### config.mk
export PLATFORM = sky130hd
export DESIGN_NAME = mem_ctrl
export DESIGN_NICKNAME = d
export VERILOG_FILES = /design/src/rtl/mem_ctrl_pkg.sv /design/src/rtl/mem_ctrl.sv
export SDC_FILE = /design/constraint.sdc
export NUM_CORES = 1
export LEC_CHECK = 0
export ABC_AREA = 1
export ABC_CLOCK_PERIOD_IN_PS = 3500
export BUFFER_PORTS_ARGS = -buffer_cell sky130_fd_sc_hd__buf_2
export CORE_AREA = 2 2 235 237
export CTS_CLUSTER_SIZE = 16
export DETAILED_ROUTE_END_ITERATION = 10
export DIE_AREA = 0 0 237 239
export GPL_TIMING_DRIVEN = 1
export PLACE_DENSITY = 0.42
export SYNTH_ARGS = -nofsm -noshare
export SYNTH_HDL_FRONTEND = slang
export SYNTH_SLANG_ARGS = --single-unit
### constraint.sdc
create_clock -name clk -period 3.5 [get_ports clk]
set_input_delay 0.525 -clock clk [delete_from_list [all_inputs] [get_ports clk]]
set_output_delay 0.525 -clock clk [all_outputs]
set_load 0.02 [all_outputs]
### src/rtl/mem_ctrl_pkg.sv
// mem_ctrl_pkg: shared widths, size codes, IO select bits and FSM encodings for mem_ctrl
package mem_ctrl_pkg;
  localparam int DATA_WIDTH = 32;
  localparam logic TRUE = 1'b1;
  localparam logic FALSE = 1'b0;
  localparam logic [DATA_WIDTH-1:0] ZERO_DATA = '0;
  localparam logic [1:0] SIZE_B = 2'b00;
  localparam logic [1:0] SIZE_H = 2'b01;
  localparam logic [1:0] SIZE_W = 2'b10;
  localparam logic [1:0] IO_SEL = 2'b11;
  localparam logic [1:0] ST_IDLE = 2'd0;
  localparam logic [1:0] ST_FETCH = 2'd1;
  localparam logic [1:0] ST_LOAD = 2'd2;
  localparam logic [1:0] ST_STORE = 2'd3;
  typedef struct packed {
    logic we;
    logic [DATA_WIDTH-1:0] addr;
    logic [1:0] size;
    logic [DATA_WIDTH-1:0] wdata;
  } lsb_req_t;
  // Size code 11 is illegal and falls through to a full word.
  function automatic logic [2:0] size_beats(input logic [1:0] size);
    return size == SIZE_B ? 3'd1 : size == SIZE_H ? 3'd2 : 3'd4;
  endfunction
endpackage

### src/rtl/mem_ctrl.sv
// mem_ctrl: byte-serial RAM/IO controller arbitrating LSB (priority) and instruction fetch
module mem_ctrl
  import mem_ctrl_pkg::*;
(
  input  logic                  clk,
  input  logic                  rst,
  input  logic                  rdy,
  input  logic                  in_fetch_ce,
  input  logic [DATA_WIDTH-1:0] in_fetch_pc,
  output logic                  out_fetch_ce,
  output logic [DATA_WIDTH-1:0] out_fetch_instr,
  input  logic                  in_lsb_ce,
  input  logic                  in_lsb_we,
  input  logic [DATA_WIDTH-1:0] in_lsb_addr,
  input  logic [1:0]            in_lsb_size,
  input  logic [DATA_WIDTH-1:0] in_lsb_wdata,
  output logic                  out_lsb_ce,
  output logic [DATA_WIDTH-1:0] out_lsb_rdata,
  input  logic                  in_rob_misbranch,
  input  logic                  in_io_buffer_full,
  input  logic [7:0]            mem_din,
  output logic [7:0]            mem_dout,
  output logic [DATA_WIDTH-1:0] mem_a,
  output logic                  mem_wr
);
  logic [1:0] state_q, state_d;
  logic [2:0] stage_q, stage_d, beats_q, beats_d;
  logic [DATA_WIDTH-1:0] base_q, base_d, wdata_q, wdata_d, asm_q, asm_d;
  logic fetch_pend_q, fetch_pend_d, lsb_pend_q, lsb_pend_d;
  logic [DATA_WIDTH-1:0] fetch_pc_q, fetch_pc_d, fetch_pc_now;
  lsb_req_t lsb_req_q, lsb_req_d, lsb_now;
  logic fetch_ce_q, fetch_ce_d, lsb_ce_q, lsb_ce_d;
  logic [DATA_WIDTH-1:0] instr_q, instr_d, rdata_q, rdata_d, rd_word;
  logic lsb_new, fetch_new, reading, storing, io_stall, last_rd, last_st, abort, free, rd_done;
  logic [4:0] cap_sh;
  always_comb begin
    // A misbranch drops a same-cycle fetch or load pulse; stores always survive.
    lsb_new = in_lsb_ce && (in_lsb_we || !in_rob_misbranch);
    fetch_new = in_fetch_ce && !in_rob_misbranch;
    lsb_now = lsb_new ? lsb_req_t'{in_lsb_we, in_lsb_addr, in_lsb_size, in_lsb_wdata} : lsb_req_q;
    lsb_req_d = lsb_now;
    lsb_pend_d = lsb_new || (lsb_pend_q && (lsb_req_q.we || !in_rob_misbranch));
    fetch_pc_now = fetch_new ? in_fetch_pc : fetch_pc_q;
    fetch_pc_d = fetch_pc_now;
    fetch_pend_d = fetch_new || (fetch_pend_q && !in_rob_misbranch);
    reading = state_q == ST_FETCH || state_q == ST_LOAD;
    storing = state_q == ST_STORE;
    io_stall = storing && base_q[17:16] == IO_SEL && in_io_buffer_full;
    last_rd = reading && stage_q == beats_q;
    last_st = storing && !io_stall && stage_q == beats_q - 3'd1;
    abort = reading && in_rob_misbranch;
    rd_done = last_rd && !abort;
    free = state_q == ST_IDLE || rd_done || last_st;
    // The byte addressed in the previous beat arrives now.
    cap_sh = {stage_q[1:0] - 2'd1, 3'b000};
    rd_word = asm_q;
    if (reading && stage_q != 3'd0) rd_word[cap_sh +: 8] = mem_din;
    fetch_ce_d = rd_done && state_q == ST_FETCH;
    lsb_ce_d = (rd_done && state_q == ST_LOAD) || last_st;
    instr_d = fetch_ce_d ? rd_word : instr_q;
    rdata_d = rd_done && state_q == ST_LOAD ? rd_word : rdata_q;
    asm_d = rd_word;
    state_d = abort ? ST_IDLE : state_q;
    stage_d = abort ? 3'd0 : (reading || (storing && !io_stall)) ? stage_q + 3'd1 : stage_q;
    base_d = base_q;
    beats_d = beats_q;
    wdata_d = wdata_q;
    // Finishing an access picks the next one in the same edge so ops run back to back.
    if (free) begin
      asm_d = ZERO_DATA;
      stage_d = 3'd0;
      state_d = lsb_pend_d ? (lsb_now.we ? ST_STORE : ST_LOAD) : fetch_pend_d ? ST_FETCH : ST_IDLE;
      base_d = lsb_pend_d ? lsb_now.addr : fetch_pc_now;
      beats_d = lsb_pend_d ? size_beats(lsb_now.size) : 3'd4;
      wdata_d = lsb_now.wdata;
      fetch_pend_d = fetch_pend_d && lsb_pend_d;
      lsb_pend_d = FALSE;
    end
  end
  always_ff @(posedge clk) begin
    if (rst) begin
      state_q <= ST_IDLE;
      stage_q <= 3'd0;
      beats_q <= 3'd0;
      base_q <= ZERO_DATA;
      wdata_q <= ZERO_DATA;
      asm_q <= ZERO_DATA;
      fetch_pend_q <= FALSE;
      fetch_pc_q <= ZERO_DATA;
      lsb_pend_q <= FALSE;
      lsb_req_q <= '0;
      fetch_ce_q <= FALSE;
      lsb_ce_q <= FALSE;
      instr_q <= ZERO_DATA;
      rdata_q <= ZERO_DATA;
    end else if (rdy) begin
      state_q <= state_d;
      stage_q <= stage_d;
      beats_q <= beats_d;
      base_q <= base_d;
      wdata_q <= wdata_d;
      asm_q <= asm_d;
      fetch_pend_q <= fetch_pend_d;
      fetch_pc_q <= fetch_pc_d;
      lsb_pend_q <= lsb_pend_d;
      lsb_req_q <= lsb_req_d;
      fetch_ce_q <= fetch_ce_d;
      lsb_ce_q <= lsb_ce_d;
      instr_q <= instr_d;
      rdata_q <= rdata_d;
    end
  end
  assign mem_a = state_q != ST_IDLE && stage_q < beats_q ? base_q + {29'd0, stage_q} : ZERO_DATA;
  assign mem_wr = storing && !io_stall;
  assign mem_dout = storing ? wdata_q[{stage_q[1:0], 3'b000} +: 8] : 8'h00;
  assign out_fetch_ce = fetch_ce_q;
  assign out_fetch_instr = instr_q;
  assign out_lsb_ce = lsb_ce_q;
  assign out_lsb_rdata = rdata_q;
endmodule

# After elaboration in Yosys (flattened, before gate mapping)
# Cells that the tools add are included.
word_totals:
  word_cells: 93
  regBits: 271
  input_bits: 114
  output_inout_bits: 107
classes:
  reduce_logical: 39
  n_lt_le_gt_ge: 1
  shift: 3
  eq_ne: 7
  n_mux: 21
  add_sub_neg: 5
ops:
  columns: ["cell", "count"]
  rows:
  - ["32-bit two-way mux", 5]
  - ["67-bit two-way mux", 1]
  - ["32-bit by 3-bit adder with 32-bit output", 1]
  - ["32-bit bitwise mux", 1]
  - ["8-bit by 7-bit variable shift with 32-bit output (first input constant)", 1]
  - ["32-bit by 6-bit variable part select with 8-bit output", 1]
  - ["8-bit by 7-bit variable part select with 32-bit output", 1]
  - ["3-bit two-way mux", 6]
  - ["1-bit logical AND", 16]
  - ["2-bit AND reduction", 5]
  - ["1-bit logical OR", 9]
  - ["8-bit two-way mux", 1]
  - ["5-bit negator with 7-bit output", 1]
  - ["2-bit == test (second input constant)", 3]
  - ["3-bit == test", 2]
  - ["2-bit two-way mux", 3]
  - ["3-bit nonzero test", 2]
  - ["2-bit by 1-bit == test with 1-bit output (second input constant)", 2]
  - ["2-bit logical NOT", 2]
  - ["1-bit two-way mux", 4]
  - ["2-bit nonzero test", 2]
  - ["3-bit by 1-bit adder with 3-bit output (second input constant)", 1]
  - ["1-bit logical NOT", 3]
  - ["3-bit < comparator", 1]
  - ["2 further kinds", 2]

# Longest topological paths before layout
logic_depth:
  depth_word: 9
  ltp_mapped: 15
  mapped_depth_nobuf: 15

# Worst setup path before layout
# Ideal clock, no wire load.
synth_timing:
  kind: "flip-flop to output port"
  from: "reg stage_q[0]"
  to: "out mem_a[5]"
  path_stages_with_launch: 10
  t_required_ns: 2.975
  n_path_buf: 3
  arrival_time_ns: 2.312
  path_slack_ns: 0.663
  cell_sequence: "dfxtp_1 > buf_2 > clkinv_1 > clkbuf_1 > ha_1 > nor2_1 > nor4_1 > inv_1 > clkbuf_1 > a211oi_1"
synth_via:
  elab_chain_cells: 3
  word_cells_on_any_way: 4
  cone_classes: "add/sub (1); order compare (1); mux (1); reduce/logical (1)"
synth_lines:
  columns: ["element", "line", "rtl"]
  rows:
  - ["start, declared", "mem_ctrl.sv:27", "logic [2:0] stage_q, stage_d, beats_q, beats_d;"]
  - ["start signal, assigned", "mem_ctrl.sv:98", "stage_q <= stage_d;"]
  - ["branches (longest 2 deep; another with 32-bit by 3-bit adder with 32-bit output)", null, null]
  - ["32-bit two-way mux (*)", "mem_ctrl.sv:113", "assign mem_a = state_q != ST_IDLE && stage_q < beats_q ? base_q + {29'd0, stage_q} : ZERO_DATA;"]
  - ["end, declared", "mem_ctrl.sv:23", "output logic [DATA_WIDTH-1:0] mem_a,"]
# Mark *: on every way between the ends.

# Final worst setup path
layout_timing:
  from: "reg stage_q[0]"
  to: "out mem_a[22]"
# The elaborated chain is that of the path after synthesis.

==> results by group <==
Yosys
  • Yosys top cell by area: dfxtp_1
  • Syn Inst Count: 1959
  • Async SR Flop Fraction: 0
  • Top cells by area, synth: dfxtp_1 (40%), a21oi_1 (9.1%), nand2_1 (9.1%), o21ai_0 (8.2%), inv_1 (7.6%)
  • Mapped Area: 13400 um^2
  • Most common flop cell mapped by yosys: dfxtp_1
  • Yosys Warn Count: 0
  • Synthesized flop and latch total: 271
  • Synthesized area per cell: 6.85 um^2
  • Area share of the largest cell type after synthesis: 0.404
  • Post-synth EDFFs: 0
  • Syn nets: 2091
  • Sequential area share after synthesis: 0.404
  • Synth cell types: 46

Setup path
  • CP Launch Point: stage_q[0]$_SDFFE_PP0P_
  • Critical path's slowest cell: fa_1
  • Flop-to-flop setup slack: 660 ps
  • CP max stage delay: 390 ps
  • CP Capture Point: mem_a[22]
  • Cell mode on critical path: nand2_1
  • FF-to-FF Start: state_q[0]$_SDFFE_PP0P_
  • Critical path, cell by cell: ha_1 > inv_1 > fa_1 > inv_1 > nand2_1 > nand2_1 > nand2_1 > nor2_2 > nand3_1 > nor2_2 > nand2_1 > a21oi_1 > buf_2
  • Buf+Inv Stages, Crit Path: 3
  • Critical Path Fanout Max: 4
  • CP top delay family: simple AND/OR/NAND/NOR gates
  • Reg2reg end: out_lsb_rdata[2]$_SDFFE_PP0P_
  • Worst setup SP type: flop
  • Crit path required time: 2970 ps
  • R2R depth: 9
  • Crit Path Class: flop to primary output
  • Crit. End Element: primary output
  • Critical Path Stages: 13
  • Critical path arrival: 2770 ps

Final layout
  • Commonest non-fill, non-tap cell in the layout: nand2_1
  • Final Instance Area: 16300 um^2
  • NumNets Final: 2244
  • Footprint of the multi-input gates: 6370 um^2
  • Share of cells above drive strength 1: 0.158
  • Final Core Density: 0.300
  • Layout fillers: 5961
  • P&R area growth vs syn: 21.3%
  • Reg area: 5430 um^2
  • Most frequent cells in the layout: nand2_1 (322), dfxtp_1 (271), inv_1 (268)

Die
  • Core Area: 54300 um^2
  • Ports: 221
  • Initial cell density of the core: 0.247
  • Die H: 239 um
  • Die extent in x: 237 um
  • Full die area: 56600 um^2
  • FP Rows: 86

Placement
  • Placed cell areas: 15100 um^2
  • Post-DP HPWL: 32.3 mm
  • Placer Congestion: 0.836
  • Port buffer count: 220

Global routing
  • All-layer global routing usage: 0.158
  • Initial antenna violation count: 2
  • Total grt overflow: 0
  • First-pass GRT wire length: 70.4 mm
  • Largest net degree at the start of global routing: 123
  • Vias in the first global route: 12300

Detailed routing
  • Initial DRC count: 729
  • Via count: 13000
  • Via/cell ratio: 4.58
  • DRT antenna net count: 0
  • Post-Route WL: 45.7 mm
  • Routed length per instance: 16.1 um
  • Pre-Repair DR Iteration Count: 5
  • Drc violations: 0

Clocking
  • Clock buffer depth: 3
  • Postcts setup bufs: 0
  • CTS tree: done
  • TritonCTS Buffers: 37
  • Worst-path clk slew: 60 ps
  • CTS Sinks: 271
  • Htree depth: 2
  • Worst-skew pair later-pin latency: 540 ps
  • Clock root buffer master: clkbuf_16

STA
  • Final setup fails: 0
  • Max Clock Skew: 18.7 ps
  • Setup TNS: 0 ps
  • Final Slew Violations: 0
  • Worst-Margin Slew: 970 ps
  • Final period util: 0.942
  • RSZ-0062 raised after global routing: yes
  • Minimum clock period: 3300 ps
  • Fmax: 303 MHz
  • Slew headroom: 0.354
  • Final hold vios: 0

Pwr
  • PD cells: 505 nW/um^2
  • Leak pwr: 7.38 nW
  • Peak VDD IR: 0.000266 V

Worst hold path
  • Hold WC Path Type: input pin to flop
  • Beginning of the worst hold path: rst

Run status
  • Status: completed

Run
  • Max Cap Viol: 0
==> through the flow <==
step                      setup WS [ps]  power [mW]  hold WS [ps]  cells
after floorplan                     663        4.19           430   1959
after global placement              659        4.56           439   2777
after detailed placement            644        4.58           447   2777
after CTS                          41.8        8.39           258   2842
after global routing              -58.2        8.66           299   2842
final                               202        8.23           297   2843
==> layer usage <==
layer | GRT usage | share of wire
met2 | 0.253 | 0.45
met3 | 0.0288 | 0.048
met5 | 0 | 0.00028
met4 | 0.0479 | 0.021
met1 | 0.217 | 0.48
==> how the worst min path moves through the flow <==
stage | endpoint | depth (start not counted) | slack [ps]
global placement | wdata_q[12]$_SDFFE_PP0P_ | 2 | 440
detailed placement | wdata_q[12]$_SDFFE_PP0P_ | 2 | 450
finish | wdata_q[0]$_SDFFE_PP0P_ | 2 | 300
global route | out_fetch_ce$_SDFFE_PP0P_ | 2 | 300
floorplan | wdata_q[10]$_SDFFE_PP0P_ | 2 | 430
CTS | wdata_q[0]$_SDFFE_PP0P_ | 2 | 260
==> worst register-to-register path: cells and delay by family (launching register included) <==
family                   cells  cell delay, ps
AO/OA/AOI/OAI                2             380
adder cells (fa/ha/maj)      1             350
buffers and inverters        2             860
flip-flops                   1             380
AND/OR/NAND/NOR              4             790
==> final cells by class <==
| class | instances | area share |
|---|---|---|
| Sequential cell | 271 | 0.333 |
| Timing Repair Buffer | 244 | 0.0821 |
| Clock buffer | 56 | 0.0706 |
| Tap cell | 704 | 0.0541 |
| Antenna cell | 1 | 0.000154 |
| Inverter | 280 | 0.0649 |
| Multi-Input combinational cell | 1278 | 0.392 |
| Clock inverter | 9 | 0.00338 |
==> kinds of logic (layout without fill, tap and decap cells) <==
logic type,count (synthesis),count (layout),synth area share
xor+xnor,9,9,0.00587
buf+inv,410,589,0.123
flops,271,271,0.404
simple gates,609,609,0.189
compound gates,642,642,0.260
fa+ha+maj,18,18,0.0173
other cells,0,1,0
==> state kept, by name (all words and copies together) (netlist names) <==
name,flops
out_lsb_rdata,32
beats_q,3
stage_q,3
lsb_req_q,67
base_q,32
fetch_pend_q,1
out_fetch_ce,1
state_q,2
out_fetch_instr,32
asm_q,32
wdata_q,32
lsb_pend_q,1
fetch_pc_q,32
out_lsb_ce,1
==> repair_timing <==
item                                    in CTS  in global routing
hold buffers                                 0                  0
resized for setup                            0                  5
endpoints found under the setup margin       0                  8
==> synthesized netlist by cell type (3+ instances only) <==
cell type,instances
nand3b_1,3
nand3_1,38
nor2_1,180
ha_1,17
o211ai_1,35
xor2_1,4
o21a_1,32
buf_1,10
inv_2,8
o21ai_1,69
a31oi_1,4
nor3_1,22
nand2_1,324
nand4_1,21
a211oi_1,32
buf_2,42
buf_4,10
xnor2_1,5
dfxtp_1,271
a21oi_1,243
buf_6,3
clkbuf_1,63
inv_1,270
o21ai_0,219
nor2_2,3
==> power by group <==
group	total, mW	internal, mW	switching, mW
registers	3.36	3.26	0.0965
clock network	3.73	2.26	1.47
logic	1.14	0.359	0.779
total	8.23	5.88	2.35
Note: power is estimated with default switching activity, not from simulation.
